===== config.mk =====
export PLATFORM = sky130hd
export DESIGN_NAME = vliw_scoreboard_flat
export DESIGN_NICKNAME = d
export VERILOG_FILES = /design/src/rtl/vliw_scoreboard_pkg.sv /design/src/rtl/vliw_scoreboard_if.sv /design/src/rtl/vliw_scoreboard_reg_entry.sv /design/src/rtl/vliw_scoreboard.sv /design/src/flat_wrapper.sv
export SDC_FILE = /design/constraint.sdc
export NUM_CORES = 1
export LEC_CHECK = 0
export ABC_AREA = 1
export CAP_MARGIN = 20
export CELL_PAD_IN_SITES_DETAIL_PLACEMENT = 1
export CELL_PAD_IN_SITES_GLOBAL_PLACEMENT = 1
export CORE_MARGIN = 2
export CORE_UTILIZATION = 40
export CTS_CLUSTER_SIZE = 16
export DETAILED_ROUTE_END_ITERATION = 10
export PLACE_DENSITY = 0.84
export RECOVER_POWER = 100
export SETUP_SLACK_MARGIN = 0.1
export SYNTH_ARGS = -nofsm -noshare
export SYNTH_HDL_FRONTEND = slang
export SYNTH_HIERARCHICAL = 1
export SYNTH_SLANG_ARGS = --single-unit

===== constraint.sdc =====
create_clock -name clk -period 5.95 [get_ports clk]
set_clock_uncertainty 0.05 [all_clocks]
set_input_delay 0.595 -clock clk [delete_from_list [all_inputs] [get_ports clk]]
set_output_delay 0.595 -clock clk [all_outputs]
set_load 0.005 [all_outputs]

===== src/rtl/vliw_scoreboard_pkg.sv =====
// Shared constants and flattened-port slicing helpers for the VLIW scoreboard.
// Imported by the interface, the per-register entry and the top.
package vliw_pkg;

  localparam int NUM_SLOTS_D = 2;
  localparam int NUM_REGS_D  = 8;
  localparam int MAX_LAT_D   = 3;

  // Forwarding select value meaning "read the register file".
  localparam int FWD_RF = 0;

  // Low bit of field idx in a vector packed as equal-width w fields.
  function automatic int slice_lo(int idx, int w);
    return idx * w;
  endfunction

  // Flat index of source k (0/1) belonging to slot s.
  function automatic int src_idx(int s, int k);
    return 2 * s + k;
  endfunction

endpackage


===== src/rtl/vliw_scoreboard_if.sv =====
// Bundle/forwarding bus between the ID-stage decoder and the scoreboard.
// The decoder is the master; the scoreboard is the slave.
interface vliw_scoreboard_if #(
  parameter int NUM_SLOTS = vliw_pkg::NUM_SLOTS_D,
  parameter int NUM_REGS  = vliw_pkg::NUM_REGS_D,
  parameter int MAX_LAT   = vliw_pkg::MAX_LAT_D
);
  localparam int REG_W = $clog2(NUM_REGS);
  localparam int LAT_W = $clog2(MAX_LAT + 1);
  localparam int SEL_W = $clog2(NUM_SLOTS + 1);

  logic [NUM_SLOTS-1:0]         slot_valid;
  logic [NUM_SLOTS-1:0]         slot_wen;
  logic [NUM_SLOTS*REG_W-1:0]   slot_rd;
  logic [NUM_SLOTS*LAT_W-1:0]   slot_lat;
  logic [NUM_SLOTS*2*REG_W-1:0] src_reg;
  logic [NUM_SLOTS*2-1:0]       src_use;
  logic                         flush;
  logic                         stall;
  logic                         issue_fire;
  logic [NUM_SLOTS*2*SEL_W-1:0] fwd_sel;
  logic [NUM_REGS-1:0]          busy;

  modport master (
    output slot_valid, slot_wen, slot_rd, slot_lat, src_reg, src_use, flush,
    input  stall, issue_fire, fwd_sel, busy
  );

  modport slave (
    input  slot_valid, slot_wen, slot_rd, slot_lat, src_reg, src_use, flush,
    output stall, issue_fire, fwd_sel, busy
  );

endinterface


===== src/rtl/vliw_scoreboard_reg_entry.sv =====
// Pending-write state for one architectural register: countdown to bypass,
// producing slot, and the busy / not-yet-on-bypass / bypass-select flags.
module sb_reg_entry
  import vliw_pkg::*;
#(
  parameter int LAT_W = 2,
  parameter int ID_W  = 1,
  parameter int SEL_W = 2
) (
  input  logic             clk,
  input  logic             reset,
  input  logic             set,
  input  logic [LAT_W-1:0] set_lat,
  input  logic [ID_W-1:0]  set_slot,
  output logic [LAT_W-1:0] cnt,
  output logic             busy,
  output logic             pending,
  output logic [SEL_W-1:0] fwd
);

  logic [ID_W-1:0] prod;

  // NOTE: state uses non-blocking assignments so every entry samples the
  // pre-edge bundle; a new write takes priority over the decrement.
  always_ff @(posedge clk or negedge reset) begin
    if (!reset) begin
      cnt  <= '0;
      prod <= '0;
    end else if (set) begin
      cnt  <= set_lat;
      prod <= set_slot;
    end else if (cnt != '0) begin
      cnt <= cnt - 1'b1;
    end
  end

  assign busy    = (cnt != '0);
  assign pending = (cnt > LAT_W'(1));
  assign fwd     = (cnt == LAT_W'(1)) ? SEL_W'(prod) + SEL_W'(1) : SEL_W'(FWD_RF);

endmodule


===== src/rtl/vliw_scoreboard.sv =====
// Hazard and forwarding unit for an N-slot VLIW bundle: stalls the whole
// bundle on RAW/WAW hazards and picks a bypass slot for every source operand.
module vliw_scoreboard
  import vliw_pkg::*;
#(
  parameter int NUM_SLOTS = NUM_SLOTS_D,
  parameter int NUM_REGS  = NUM_REGS_D,
  parameter int MAX_LAT   = MAX_LAT_D
) (
  input logic               clk,
  input logic               reset,
  vliw_scoreboard_if.slave  bus
);

  localparam int REG_W = $clog2(NUM_REGS);
  localparam int LAT_W = $clog2(MAX_LAT + 1);
  localparam int SEL_W = $clog2(NUM_SLOTS + 1);
  localparam int ID_W  = (NUM_SLOTS > 1) ? $clog2(NUM_SLOTS) : 1;
  localparam int CMP_W = LAT_W + 1;
  localparam int NSRC  = 2 * NUM_SLOTS;

  logic [REG_W-1:0] rd  [NUM_SLOTS];
  logic [LAT_W-1:0] lat [NUM_SLOTS];
  logic [REG_W-1:0] src [NSRC];

  for (genvar s = 0; s < NUM_SLOTS; s++) begin : g_slot
    assign rd[s]  = bus.slot_rd[slice_lo(s, REG_W) +: REG_W];
    assign lat[s] = bus.slot_lat[slice_lo(s, LAT_W) +: LAT_W];

    property p_legal_lat;
      @(posedge clk) disable iff (!reset)
        (bus.slot_valid[s] && bus.slot_wen[s]) |->
          (lat[s] != '0 && int'(lat[s]) <= MAX_LAT);
    endproperty
    a_legal_lat: assert property (p_legal_lat);
  end

  for (genvar i = 0; i < NSRC; i++) begin : g_src
    assign src[i] = bus.src_reg[slice_lo(i, REG_W) +: REG_W];
  end

  // Per-register state.
  logic [LAT_W-1:0]    cnt      [NUM_REGS];
  logic [SEL_W-1:0]    fwd      [NUM_REGS];
  logic [NUM_REGS-1:0] pending;
  logic [NUM_REGS-1:0] busy_v;
  logic [NUM_REGS-1:0] set;
  logic [LAT_W-1:0]    set_lat  [NUM_REGS];
  logic [ID_W-1:0]     set_slot [NUM_REGS];

  for (genvar r = 0; r < NUM_REGS; r++) begin : g_reg
    sb_reg_entry #(
      .LAT_W (LAT_W),
      .ID_W  (ID_W),
      .SEL_W (SEL_W)
    ) u_entry (
      .clk      (clk),
      .reset    (reset),
      .set      (set[r]),
      .set_lat  (set_lat[r]),
      .set_slot (set_slot[r]),
      .cnt      (cnt[r]),
      .busy     (busy_v[r]),
      .pending  (pending[r]),
      .fwd      (fwd[r])
    );
  end

  logic any_valid;
  logic raw;
  logic waw;
  logic fire;

  // NOTE: every always_comb output gets a default before any conditional
  // assignment, so no path leaves a value held and no latch is inferred.
  always_comb begin
    raw = 1'b0;
    waw = 1'b0;
    for (int s = 0; s < NUM_SLOTS; s++) begin
      for (int k = 0; k < 2; k++) begin
        if (bus.slot_valid[s] && bus.src_use[src_idx(s, k)] && pending[src[src_idx(s, k)]])
          raw = 1'b1;
      end
      // An older, slower write must retire before a newer, faster one.
      if (bus.slot_valid[s] && bus.slot_wen[s] &&
          CMP_W'(cnt[rd[s]]) > CMP_W'(lat[s]) + CMP_W'(1))
        waw = 1'b1;
    end
  end

  assign any_valid = |bus.slot_valid;
  assign bus.stall = any_valid && (raw || waw);
  assign fire      = any_valid && !bus.stall && !bus.flush;
  assign bus.issue_fire = fire;
  assign bus.busy       = busy_v;

  // Highest-numbered slot wins when several slots of a bundle write one register.
  always_comb begin
    for (int r = 0; r < NUM_REGS; r++) begin
      set[r]      = 1'b0;
      set_lat[r]  = '0;
      set_slot[r] = '0;
      for (int s = 0; s < NUM_SLOTS; s++) begin
        if (fire && bus.slot_valid[s] && bus.slot_wen[s] && rd[s] == REG_W'(r)) begin
          set[r]      = 1'b1;
          set_lat[r]  = lat[s];
          set_slot[r] = ID_W'(s);
        end
      end
    end
  end

  logic [NSRC*SEL_W-1:0] fwd_flat;

  always_comb begin
    fwd_flat = '0;
    for (int i = 0; i < NSRC; i++) begin
      if (bus.src_use[i])
        fwd_flat[slice_lo(i, SEL_W) +: SEL_W] = fwd[src[i]];
    end
  end

  assign bus.fwd_sel = fwd_flat;

endmodule


===== src/flat_wrapper.sv =====
// flat-port wrapper written by rule: the top's interface ports become plain ports
module vliw_scoreboard_flat import vliw_pkg::*;
#(
  parameter int NUM_SLOTS = NUM_SLOTS_D,
  parameter int NUM_REGS  = NUM_REGS_D,
  parameter int MAX_LAT   = MAX_LAT_D
)
  (clk, reset, bus_slot_valid, bus_slot_wen, bus_slot_rd, bus_slot_lat, bus_src_reg, bus_src_use, bus_flush, bus_stall, bus_issue_fire, bus_fwd_sel, bus_busy);
  vliw_scoreboard_if #(.NUM_SLOTS(NUM_SLOTS), .NUM_REGS(NUM_REGS), .MAX_LAT(MAX_LAT)) bus_i ();
  input logic clk;
  input logic reset;
  input wire logic [$bits(bus_i.slot_valid)-1:0] bus_slot_valid;
  input wire logic [$bits(bus_i.slot_wen)-1:0] bus_slot_wen;
  input wire logic [$bits(bus_i.slot_rd)-1:0] bus_slot_rd;
  input wire logic [$bits(bus_i.slot_lat)-1:0] bus_slot_lat;
  input wire logic [$bits(bus_i.src_reg)-1:0] bus_src_reg;
  input wire logic [$bits(bus_i.src_use)-1:0] bus_src_use;
  input wire logic [$bits(bus_i.flush)-1:0] bus_flush;
  output wire logic [$bits(bus_i.stall)-1:0] bus_stall;
  output wire logic [$bits(bus_i.issue_fire)-1:0] bus_issue_fire;
  output wire logic [$bits(bus_i.fwd_sel)-1:0] bus_fwd_sel;
  output wire logic [$bits(bus_i.busy)-1:0] bus_busy;
  assign bus_i.slot_valid = bus_slot_valid;
  assign bus_i.slot_wen = bus_slot_wen;
  assign bus_i.slot_rd = bus_slot_rd;
  assign bus_i.slot_lat = bus_slot_lat;
  assign bus_i.src_reg = bus_src_reg;
  assign bus_i.src_use = bus_src_use;
  assign bus_i.flush = bus_flush;
  assign bus_stall = bus_i.stall;
  assign bus_issue_fire = bus_i.issue_fire;
  assign bus_fwd_sel = bus_i.fwd_sel;
  assign bus_busy = bus_i.busy;
  vliw_scoreboard #(.NUM_SLOTS(NUM_SLOTS), .NUM_REGS(NUM_REGS), .MAX_LAT(MAX_LAT)) u_core (.clk(clk), .reset(reset), .bus(bus_i));
endmodule

=== Yosys cells after proc, flatten, opt, wreduce, memory -nomap -nowiden ===
Index checks and enable logic that the tools add are counted.

* Bits in registers: 24
* Input port bits: 33
* Output and inout bits: 18
* Word-level logic and storage cells: 239

* $add $sub $neg: 18
* $lt $le $gt $ge: 20
* Equality and inequality tests: 22
* Muxes and demuxes: 100
* Bitwise operators: 6
* Reduce and logical (&&, ||, !) cells: 57

{| class="wikitable"
|+ Operator list
! operator !! number
|-
| 2-bit 2-to-1 mux || 56
|-
| 2-bit binary-select mux with 3-bit select || 6
|-
| 1-bit logical AND || 35
|-
| 1-bit 2-to-1 mux || 34
|-
| 2-bit nonzero test || 16
|-
| 3-bit equality test (second input constant) || 8
|-
| 4-bit greater-or-equal comparator (second input constant) || 6
|-
| 3-bit NOT with 4-bit output || 6
|-
| 1-bit by 1-bit adder with 2-bit output (second input constant) || 8
|-
| 2-bit by 1-bit equality test with 1-bit output (second input constant) || 8
|-
| 2-bit by 1-bit greater-than comparator with 1-bit output (second input constant) || 8
|-
| 3-bit by 4-bit < comparator with 1-bit output (second input constant) || 4
|-
| 2-bit by 1-bit subtractor with 2-bit output (second input constant) || 8
|-
| 1-bit binary-select mux with 3-bit select || 4
|-
| 3-bit by 2-bit equality test with 1-bit output (second input constant) || 4
|-
| 2-bit by 1-bit adder with 3-bit output (second input constant) || 2
|-
| 3-bit by 1-bit equality test with 1-bit output (second input constant) || 2
|-
| 2-bit by 3-bit greater-than comparator with 1-bit output || 2
|-
| 3-bit logical NOT || 2
|-
| 1-bit logical NOT || 2
|-
| 2-bit OR reduction || 1
|-
| 1-bit logical OR || 1
|}

=== Logic depth before layout (Yosys ltp) ===
Gate-level depths: netlist of the first run.

* Word-level depth: 19
* Gate-level depth with buffers: 23
* Depth with buffers taken out: 23

=== Cells and area by module ===
The synthesis of the first run kept the hierarchy.

{| class="wikitable"
|+ Modules (own cells, without submodules)
! module !! times used !! cells an instance !! area an instance (um2) !! seq. area each (um2)
|-
| vliw_scoreboard || 1 || 391 || 1891.8 || 0.0
|-
| sb_reg_entry || 8 || 27 || 187.7 || 75.1
|}

=== Worst setup path before layout of the first run ===
Ideal clock, no wire load.

* Path kind: input-to-reg
* From: input port bus_slot_rd[3]
* To: register u_core.g_reg[0].u_entry.cnt[0]
* Library setup time: 0.124 ns
* Arrival: 2.830 ns
* Data required time: 5.776 ns
* Path slack: 2.945 ns
* Stages: 21
* Path buffers: 1
* Cells stage by stage: inv_1 > nand2_1 > inv_1 > a22oi_1 > nand2_1 > nand2_1 > o21ai_0 > ha_1 > inv_1 > nor2_1 > o211ai_1 > nand2_1 > inv_1 > nand2_2 > nor3_4 > nand2_4 > buf_6 > o21ai_1 > nor2_1 > nand2_1 > nand3_1

* Longest elaborated chain between the ends: 18
* Elaborated cells between the ends (all ways): 25
* Classes of those cells: 1 x order compare; 9 x mux; 1 x bitwise; 14 x reduce/logical

{| class="wikitable"
|+ RTL lines
! what !! line !! source
|-
| start, declared || flat_wrapper.sv:14 || <nowiki>input wire logic [$bits(bus_i.slot_rd)-1:0] bus_slot_rd;</nowiki>
|-
| 3-bit NOT with 4-bit output (not written as such) (*) || vliw_scoreboard.sv:86 || <nowiki>CMP_W'(cnt[rd[s]]) > CMP_W'(lat[s]) + CMP_W'(1))</nowiki>
|-
| 2-bit binary-select mux with 3-bit select (*) || vliw_scoreboard.sv:86 ||
|-
| 2-bit 2-to-1 mux (not written as such) (*) (2 in a row) || vliw_scoreboard.sv:86 ||
|-
| 2-bit by 3-bit greater-than comparator with 1-bit output (*) || vliw_scoreboard.sv:86 ||
|-
| 1-bit logical AND (*) || vliw_scoreboard.sv:85 || <nowiki>if (bus.slot_valid[s] && bus.slot_wen[s] &&</nowiki>
|-
| 1-bit 2-to-1 mux (*) || vliw_scoreboard.sv:85 ||
|-
| 1-bit logical OR (*) || vliw_scoreboard.sv:92 || <nowiki>assign bus.stall = any_valid && (raw || waw);</nowiki>
|-
| 1-bit logical AND (*) || vliw_scoreboard.sv:92 ||
|-
| 1-bit logical NOT (*) || vliw_scoreboard.sv:93 || <nowiki>assign fire = any_valid && !bus.stall && !bus.flush;</nowiki>
|-
| 1-bit logical AND (*) (2 in a row) || vliw_scoreboard.sv:93 ||
|-
| net bus_issue_fire || flat_wrapper.sv:20 || <nowiki>output wire logic [$bits(bus_i.issue_fire)-1:0] bus_issue_fire;</nowiki>
|-
| 1-bit logical AND (3 in a row) || vliw_scoreboard.sv:104 || <nowiki>if (fire && bus.slot_valid[s] && bus.slot_wen[s] && rd[s] == REG_W'(r)) begin</nowiki>
|-
| 1-bit 2-to-1 mux || vliw_scoreboard.sv:104 ||
|-
| 1-bit 2-to-1 mux (*) || vliw_scoreboard.sv:104 ||
|-
| net u_core.set[0] || vliw_scoreboard.sv:47 || <nowiki>logic [NUM_REGS-1:0] set;</nowiki>
|-
| 2-bit 2-to-1 mux / 2-bit nonzero test (equally long branches) || - ||
|-
| end signal, assigned || vliw_scoreboard_reg_entry.sv:30 || <nowiki>cnt <= set_lat;</nowiki>
|-
| end signal, assigned || vliw_scoreboard_reg_entry.sv:33 || <nowiki>cnt <= cnt - 1'b1;</nowiki>
|-
| end, declared || vliw_scoreboard_reg_entry.sv:15 || <nowiki>output logic [LAT_W-1:0] cnt,</nowiki>
|}

Mark *: on every way through the listed nets, which the timed path passes. The rest lies on a longest branch. The select of a mux whose other input is x is not followed.
A chain may end at the register's enable or synchronous reset.

=== Final worst setup path of the first run ===
* From: input port bus_slot_rd[3]
* To: register u_core.g_reg[7].u_entry.cnt[0]

* Longest elaborated chain between the ends: 18
* Elaborated cells between the ends (all ways): 25
* Classes of those cells: 1 x order compare; 1 x eq/ne; 9 x mux; 1 x bitwise; 13 x reduce/logical

{| class="wikitable"
|+ RTL lines
! what !! line
|-
| 3-bit NOT with 4-bit output (not written as such) || vliw_scoreboard.sv:86
|-
| 2-bit binary-select mux with 3-bit select || vliw_scoreboard.sv:86
|-
| 2-bit 2-to-1 mux (not written as such) (2 in a row) || vliw_scoreboard.sv:86
|-
| 2-bit by 3-bit greater-than comparator with 1-bit output || vliw_scoreboard.sv:86
|-
| 1-bit logical AND || vliw_scoreboard.sv:85
|-
| 1-bit 2-to-1 mux || vliw_scoreboard.sv:85
|-
| 1-bit logical OR || vliw_scoreboard.sv:92
|-
| 1-bit logical AND || vliw_scoreboard.sv:92
|-
| 1-bit logical NOT || vliw_scoreboard.sv:93
|-
| 1-bit logical AND (2 in a row) || vliw_scoreboard.sv:93
|-
| 1-bit logical AND (3 in a row) || vliw_scoreboard.sv:104
|-
| 1-bit 2-to-1 mux || vliw_scoreboard.sv:104
|-
| 1-bit 2-to-1 mux (*) || vliw_scoreboard.sv:104
|-
| net u_core.set[7] || vliw_scoreboard.sv:47
|-
| 2-bit 2-to-1 mux / 2-bit nonzero test (equally long branches) || -
|-
| end signal, assigned || vliw_scoreboard_reg_entry.sv:30
|-
| end signal, assigned || vliw_scoreboard_reg_entry.sv:33
|-
| end, declared || vliw_scoreboard_reg_entry.sv:15
|}

Marked as above.

==> run metrics, run 1 <==
crit-path cells dlygate4sd3_1 > inv_1 > nand2_1 > inv_1 > a22oi_1 > nand2_1 > nand2_1 > o21ai_0 > ha_1 > inv_1 > nor2_1 > o211ai_1 > nand2_1 > inv_1 > nand2_1 > nor3_1 > nand2_1 > o21ai_0 > nand2_1 > inv_1 > nand2_1 > nand3_1; CP Buf/Inv Count 6; Critical Path End u_core/g_reg[7].u_entry/cnt[0]; Initial Util 41.3%; Mapped Area 3390 um^2; Post-DP HPWL roughly 10000 um; CTS tree done; leakage around 2.1 nW; area of the multi-input gates around 2200 um^2; Die Y-Extent about 96 um; DIE AREA 9240 um^2; R2R Path End u_core/g_reg[7].u_entry/cnt[0]; min cycle time layout about 4600 ps; htree depth 1; first-pass GRT wire length approximately 20000 um; Core ar. approximately 8200 um^2; fmax 216 MHz; most common cell after layout, fill and taps aside nand2_1; Avg Cell Area, Syn 5.59 um^2; clock buffer count from CTS 3; register area share after synthesis 17.7%; Critical Path RT between 6000 and 7000 ps; slew margin rel. approximately 2.6%; hold_buf cts 0; most frequent cells in the layout 188 x nand2_1, 99 x inv_1, 65 x nand3_1; post-DR vias/cell approximately 5.5; fin crit share between 70% and 80%; RSZ-0062 raised after global routing no; Area Overhead vs Synth 16.3%; r2r setup slk 1900 ps; synth warn 6; RR Startpoint u_core/g_reg[6].u_entry/cnt[1]; CP endpoint kind flip-flop; CP startpoint kind input port; Clock Tree Buf Depth 2; final setup fails 0; flops & latches, synth 24; initial DRC count about 160; fillers 1162; final std cells w/o fill 749; post-CTS setup buffers 0; Yosys cell types 29; max incr delay on CP 730 ps; # DRC 0; most frequent CP cell nand2_1; Arr. time, crit path roughly 4800 ps; wire per inst roughly 17 um; register area 601 um^2; via count of the routed design 4106; final setup TNS 0 ps; I/O pins slightly above 50; Nets 701; Placed Cells between 700 and 800; First-pass DRT Iterations 4; CP Class input port to flip-flop; Row Count 33; final hold viol count 0; largest net degree at the start of global routing 25; maximum VDD drop about 210 uV; WL final between 10000 and 15000 um; Crit-path slowest cell o21ai_0; vias in the first global route between 4000 and 5000; Hold WC Path Type flip-flop to flip-flop; ANT nets after route 0; GR Overflow Total 0; P per Cell Area around 320 nW/um^2; crit-path max FO 14; delay-heaviest family, CP simple AND/OR/NAND/NOR gates; Worst Setup SP bus_slot_rd[3]; layout cells sized above 1 under 10%; initial antenna violation count 0; Clock Sinks 24; Resized Gates After CTS 0; clock slew at reported path FFs 90 ps; Max-Cap Viols 0; Die Wd about 96 um; CTS root buf clkbuf_8; Syn Inst Count 607; run status complete, no violations; GPL Wtd Cong just over 0.9; IO buf count 50; Total GRT Usage ~29%; Reg2Reg Depth 18; Synthesized Nets 662; Crit. path cell count 22; max-slew violation count 0; clk_lat worst skew ~270 ps; antenna cell count 0; actual slew at the worst max-slew pin ~1500 ps
==> synthesized netlist by cell type <==
master | instances | area share, %
nand2_4 | 1 | 0.33
nor3_4 | 1 | 0.48
o21ai_0 | 45 | 6.6
nand3_2 | 1 | 0.29
clkbuf_1 | 4 | 0.44
ha_1 | 22 | 8.1
o22ai_1 | 4 | 0.74
a22oi_1 | 2 | 0.44
a221oi_1 | 4 | 1.0
buf_2 | 8 | 1.2
inv_2 | 12 | 1.3
inv_4 | 1 | 0.18
nand2_2 | 7 | 1.3
a21oi_1 | 17 | 2.5
nand2_1 | 186 | 21
a31oi_1 | 8 | 1.5
dfrtp_1 | 24 | 18
o21ai_1 | 7 | 1.0
nor2_4 | 4 | 1.3
nor2_2 | 3 | 0.55
buf_4 | 3 | 0.66
nor2_1 | 53 | 5.9
nand4_1 | 10 | 1.8
nand3_1 | 65 | 9.6
buf_6 | 2 | 0.66
nand3b_1 | 1 | 0.22
clkinv_1 | 4 | 0.44
inv_1 | 98 | 11
o211ai_1 | 10 | 2.2
==> logic make-up (layout without fill, tap and decap cells) <==
group	Yosys count	after routing	share of synthesized area [%]
AND/OR/NAND/NOR	332	332	42.4
flip-flops	24	24	17.7
AO/OA/AOI/OAI	97	97	16.1
adder cells (fa/ha/maj)	22	22	8.11
buffers and inverters	132	169	15.7
==> worst reg2reg max path, cell delays in order, from the launching register on <==
cell and delay, ps:
dfrtp_1 420, inv_1 130, o22ai_1 90, a221oi_1 190, o21ai_0 140, ha_1 330, inv_1 70, nor2_1 40
o211ai_1 150, nand2_1 70, inv_1 50, nand2_1 60, nor3_1 500, nand2_1 600, o21ai_0 740, nand2_1 110
inv_1 80, nand2_1 50, nand3_1 110
==> through the flow <==
step / hold slack [ps] / instance area (um^2) / power (mW) / setup WS (ps) / utilization [%]
after CTS: 467 / 3970 / 1.28 / 1840 / 48.4
after detailed placement: 445 / 3930 / 1.17 / 1840 / 47.9
after global placement: 435 / 3930 / 1.12 / 1940 / 47.9
final: 464 / 3950 / 1.25 / 1320 / 48.0
after global routing: 492 / 3950 / 1.38 / 865 / 48.0
after floorplan: 249 / 3390 / 0.830 / 2950 / -
==> power breakdown <==
group / leakage, nW / switching, mW / total [mW] / internal (mW)
combinational: 1.78 / 0.520 / 0.835 / 0.315
sequential: 0.303 / 0.0890 / 0.313 / 0.224
clock: 0.0216 / 0.0553 / 0.101 / 0.0454
==> sequential cells by signal, summed over array words and instances (netlist names) <==
name                   flops
u_core/g.u_entry/cnt      16
u_core/g.u_entry/prod      8
==> cell type report <==
class	count	share of cell area, %
tap	105	3.33
sequential	24	15.2
multi-input combinational	451	56.6
timing repair buffer	51	12.8
inverter	115	11.0
clock buffer	3	1.05
==> routing by layer <==
metal | global-route usage, % | up-vias | wire (um)
met2 | 52.4 | 107 | 6270
met5 | 0 | - | 0
met3 | 2.43 | 35 | 412
li1 | - | 2017 | -
met1 | 33.6 | 1947 | 5480
met4 | 12.4 | 0 | 441
==> worst min path at each step <==
| stage | end | slack, ps | cells after the start | startpoint |
|---|---|---|---|---|
| 2_1_floorplan | u_core/g_reg[0].u_entry/cnt[0] | 250 | 0 | reset |
| 3_3_place_gp | u_core/g_reg[2].u_entry/prod | 440 | 2 | u_core/g_reg[2].u_entry/prod |
| 4_1_cts | u_core/g_reg[3].u_entry/prod | 470 | 2 | u_core/g_reg[3].u_entry/prod |
| 6_report | u_core/g_reg[3].u_entry/prod | 460 | 2 | u_core/g_reg[3].u_entry/prod |
| 5_1_grt | u_core/g_reg[6].u_entry/prod | 490 | 2 | u_core/g_reg[6].u_entry/prod |
| 3_5_place_dp | u_core/g_reg[3].u_entry/prod | 450 | 2 | u_core/g_reg[3].u_entry/prod |
Power figures use the tool's default switching activity.
==> run 2, diff against run 1 <==
CORE_UTILIZATION = 34   (was 40)
PLACE_DENSITY = 0.75   (was 0.84)
clock period = 4 ns   (was 5.95 ns; I/O delays follow)
==> run 2 against run 1 <==
Effect of this change:
- final area rose by 3.3%
- first-iteration DRC count rose by 19%
- critical endpoint is now bus_stall
- wire length fell by 1.7%
- critical path type is now input port to output port
- clock power rose by 48%
==> run metrics, run 2 (synthesized netlist as in run 1, its figures left out) <==
run status complete, no violations; Die Wd 104 um; Clock Sinks 24; fin crit share around 93%; GPL Wtd Cong 0.903; layout cells sized above 1 6.43%; Switching Fraction approximately half; Max-Cap Viols 0; CTS tree done; Row Count 36; Post-DP HPWL about 10000 um; most frequent CP cell inv_1; crit-path cells clkdlybuf4s50_1 > inv_1 > nand2_1 > o22ai_1 > a221oi_2 > o21ai_0 > ha_1 > inv_1 > nor2_1 > o211ai_1 > nand2_1 > inv_1 > nand2_1 > nor2_2 > inv_1 > clkdlybuf4s50_1; CP startpoint kind input port; max incr delay on CP around 530 ps; fin area 4080 um^2; CTS root buf clkbuf_8; Power Internal 882 uW; min cycle time layout between 3000 and 4000 ps; final setup fails 0; clock slew at reported path FFs about 90 ps; Placed Area 4010 um^2; fmax roughly 270 MHz; final hold slack 379 ps; # DRC 0; IO buf count 50; Placement Setup Slack ~130 ps; Total GRT Usage between 20% and 30%; register area approximately 600 um^2; Arr. time, crit path 3260 ps; area of the multi-input gates 2260 um^2; vias in the first global route approximately 4200; slew margin rel. 34.3%; Crit-path slowest cell clkdlybuf4s50_1; maximum VDD drop 233 uV; P per Cell Area 451 nW/um^2; actual slew at the worst max-slew pin between 900 and 1000 ps; clk_lat worst skew 270 ps; RSZ-0062 raised after global routing no; via count of the routed design a little over 4000; GR Overflow Total 0; initial antenna violation count 0; First-pass DRT Iterations 4; Gate power share ~67%; DIE AREA between 10000 and 15000 um^2; WL final 12400 um; max-slew violation count 0; clock buffer count from CTS 3; ANT nets after route 0; largest net degree at the start of global routing 23; Biggest register u_core/g.u_entry/cnt; crit-path max FO 5; post-route setup slack between 200 and 300 ps; antenna cell count 0; first-pass GRT wire length approximately 21000 um; wire per inst 15.8 um; most frequent cells in the layout 189 x nand2_1, 98 x inv_1, 65 x nand3_1; CP Class input port to output port; CP endpoint kind output port; leakage 2.16 nW; htree depth 1; biggest regs u_core/g.u_entry/cnt: 16 flops, u_core/g.u_entry/prod: 8 flops; Nets between 700 and 800; post-DR vias/cell 5.15; Area Overhead vs Synth 20.1%; fillers 1376; most common cell after layout, fill and taps aside nand2_1; Clock Tree Buf Depth 2; Critical Path RT ~3600 ps; clock share of power about 8.1%; final hold viol count 0; Hold WC Path Type input port to async pin; max reg flops 16; I/O pins 51; sequential share of power 25.4%; Die Y-Extent between 100 and 150 um; Initial Util between 30% and 40%; Core ar. about 10000 um^2; switching power around 950 uW; final setup TNS 0 ps; initial DRC count 185
==> run 2: changes by cell type in the layout (fill, tap and decap cells not counted), moves of 2 or more <==
cell and change:
o21ai_0 -7, o21ai_1 +7, nand2_2 -2, buf_4 +8
nor2_1 -4, dlygate4sd3_1 -2, nor2_2 +4
==> run 2: worst max-delay path, delay by kind of cell <==
family	cells	cell delay [ps]
buf+inv	6	1270
simple gates	5	600
compound gates	4	650
fa+ha+maj	1	330
==> run 2: metal layers <==
layer	global-route usage, %	wire, um	share of wire (%)	vias up
li1	-	-	-	2035
met1	28.2	5550	45	1924
met2	44.0	6270	51	77
met3	2.07	391	3.2	15
met4	5.41	174	1.4	0
met5	0	0	0	-
==> run 2: final cells by class <==
class / count / area share (%)
Multi-Input combinational cell: 451 / 55.6
Tap cell: 133 / 4.08
Inverter: 115 / 10.7
Clock buffer: 3 / 1.01
Timing Repair Buffer: 60 / 13.9
Sequential cell: 24 / 14.7
==> run 2: what timing repair did <==
item,in CTS,in global routing
hold endpoints to repair,0,0
setup endpoints to repair,0,11
hold buffers,0,0
gates resized for setup,0,6
buffers inserted,0,3
==> run 2: path summary, 6_finish.rpt <==
check                      slack (ps)                            from                              to  cells past startpoint
max                               290                  bus_slot_rd[3]                       bus_stall                     16
min                               380                           reset  u_core/g_reg[3].u_entry/cnt[1]                      1
max reg2reg                       820  u_core/g_reg[6].u_entry/cnt[1]  u_core/g_reg[7].u_entry/cnt[0]                     18
min reg2reg                       470    u_core/g_reg[7].u_entry/prod    u_core/g_reg[7].u_entry/prod                      2
max in group asynchronous        2340                           reset  u_core/g_reg[7].u_entry/cnt[1]                      2
min in group clk                  470    u_core/g_reg[7].u_entry/prod    u_core/g_reg[7].u_entry/prod                      2
==> run 2: per-stage QoR <==
| stage | power [mW] | utilization (%) | std cells |
|---|---|---|---|
| 2_1_floorplan | 1.23 | - | 607 |
| 3_3_place_gp | 1.64 | 41.2 | 779 |
| 3_5_place_dp | 1.71 | 41.2 | 779 |
| 4_1_cts | 1.86 | 41.6 | 782 |
| 5_1_grt | 2.05 | 41.9 | 786 |
| 6_report | 1.84 | 41.9 | 786 |
==> run 2: power groups by stage <==
| stage | combinational, mW | sequential (mW) | clock, mW |
|---|---|---|---|
| 2_1_floorplan | 0.826 | 0.408 | 0 |
| 3_3_place_gp | 1.18 | 0.465 | 0 |
| 3_5_place_dp | 1.24 | 0.468 | 0 |
| 4_1_cts | 1.25 | 0.462 | 0.153 |
| 5_1_grt | 1.41 | 0.479 | 0.162 |
| 6_report | 1.22 | 0.466 | 0.149 |
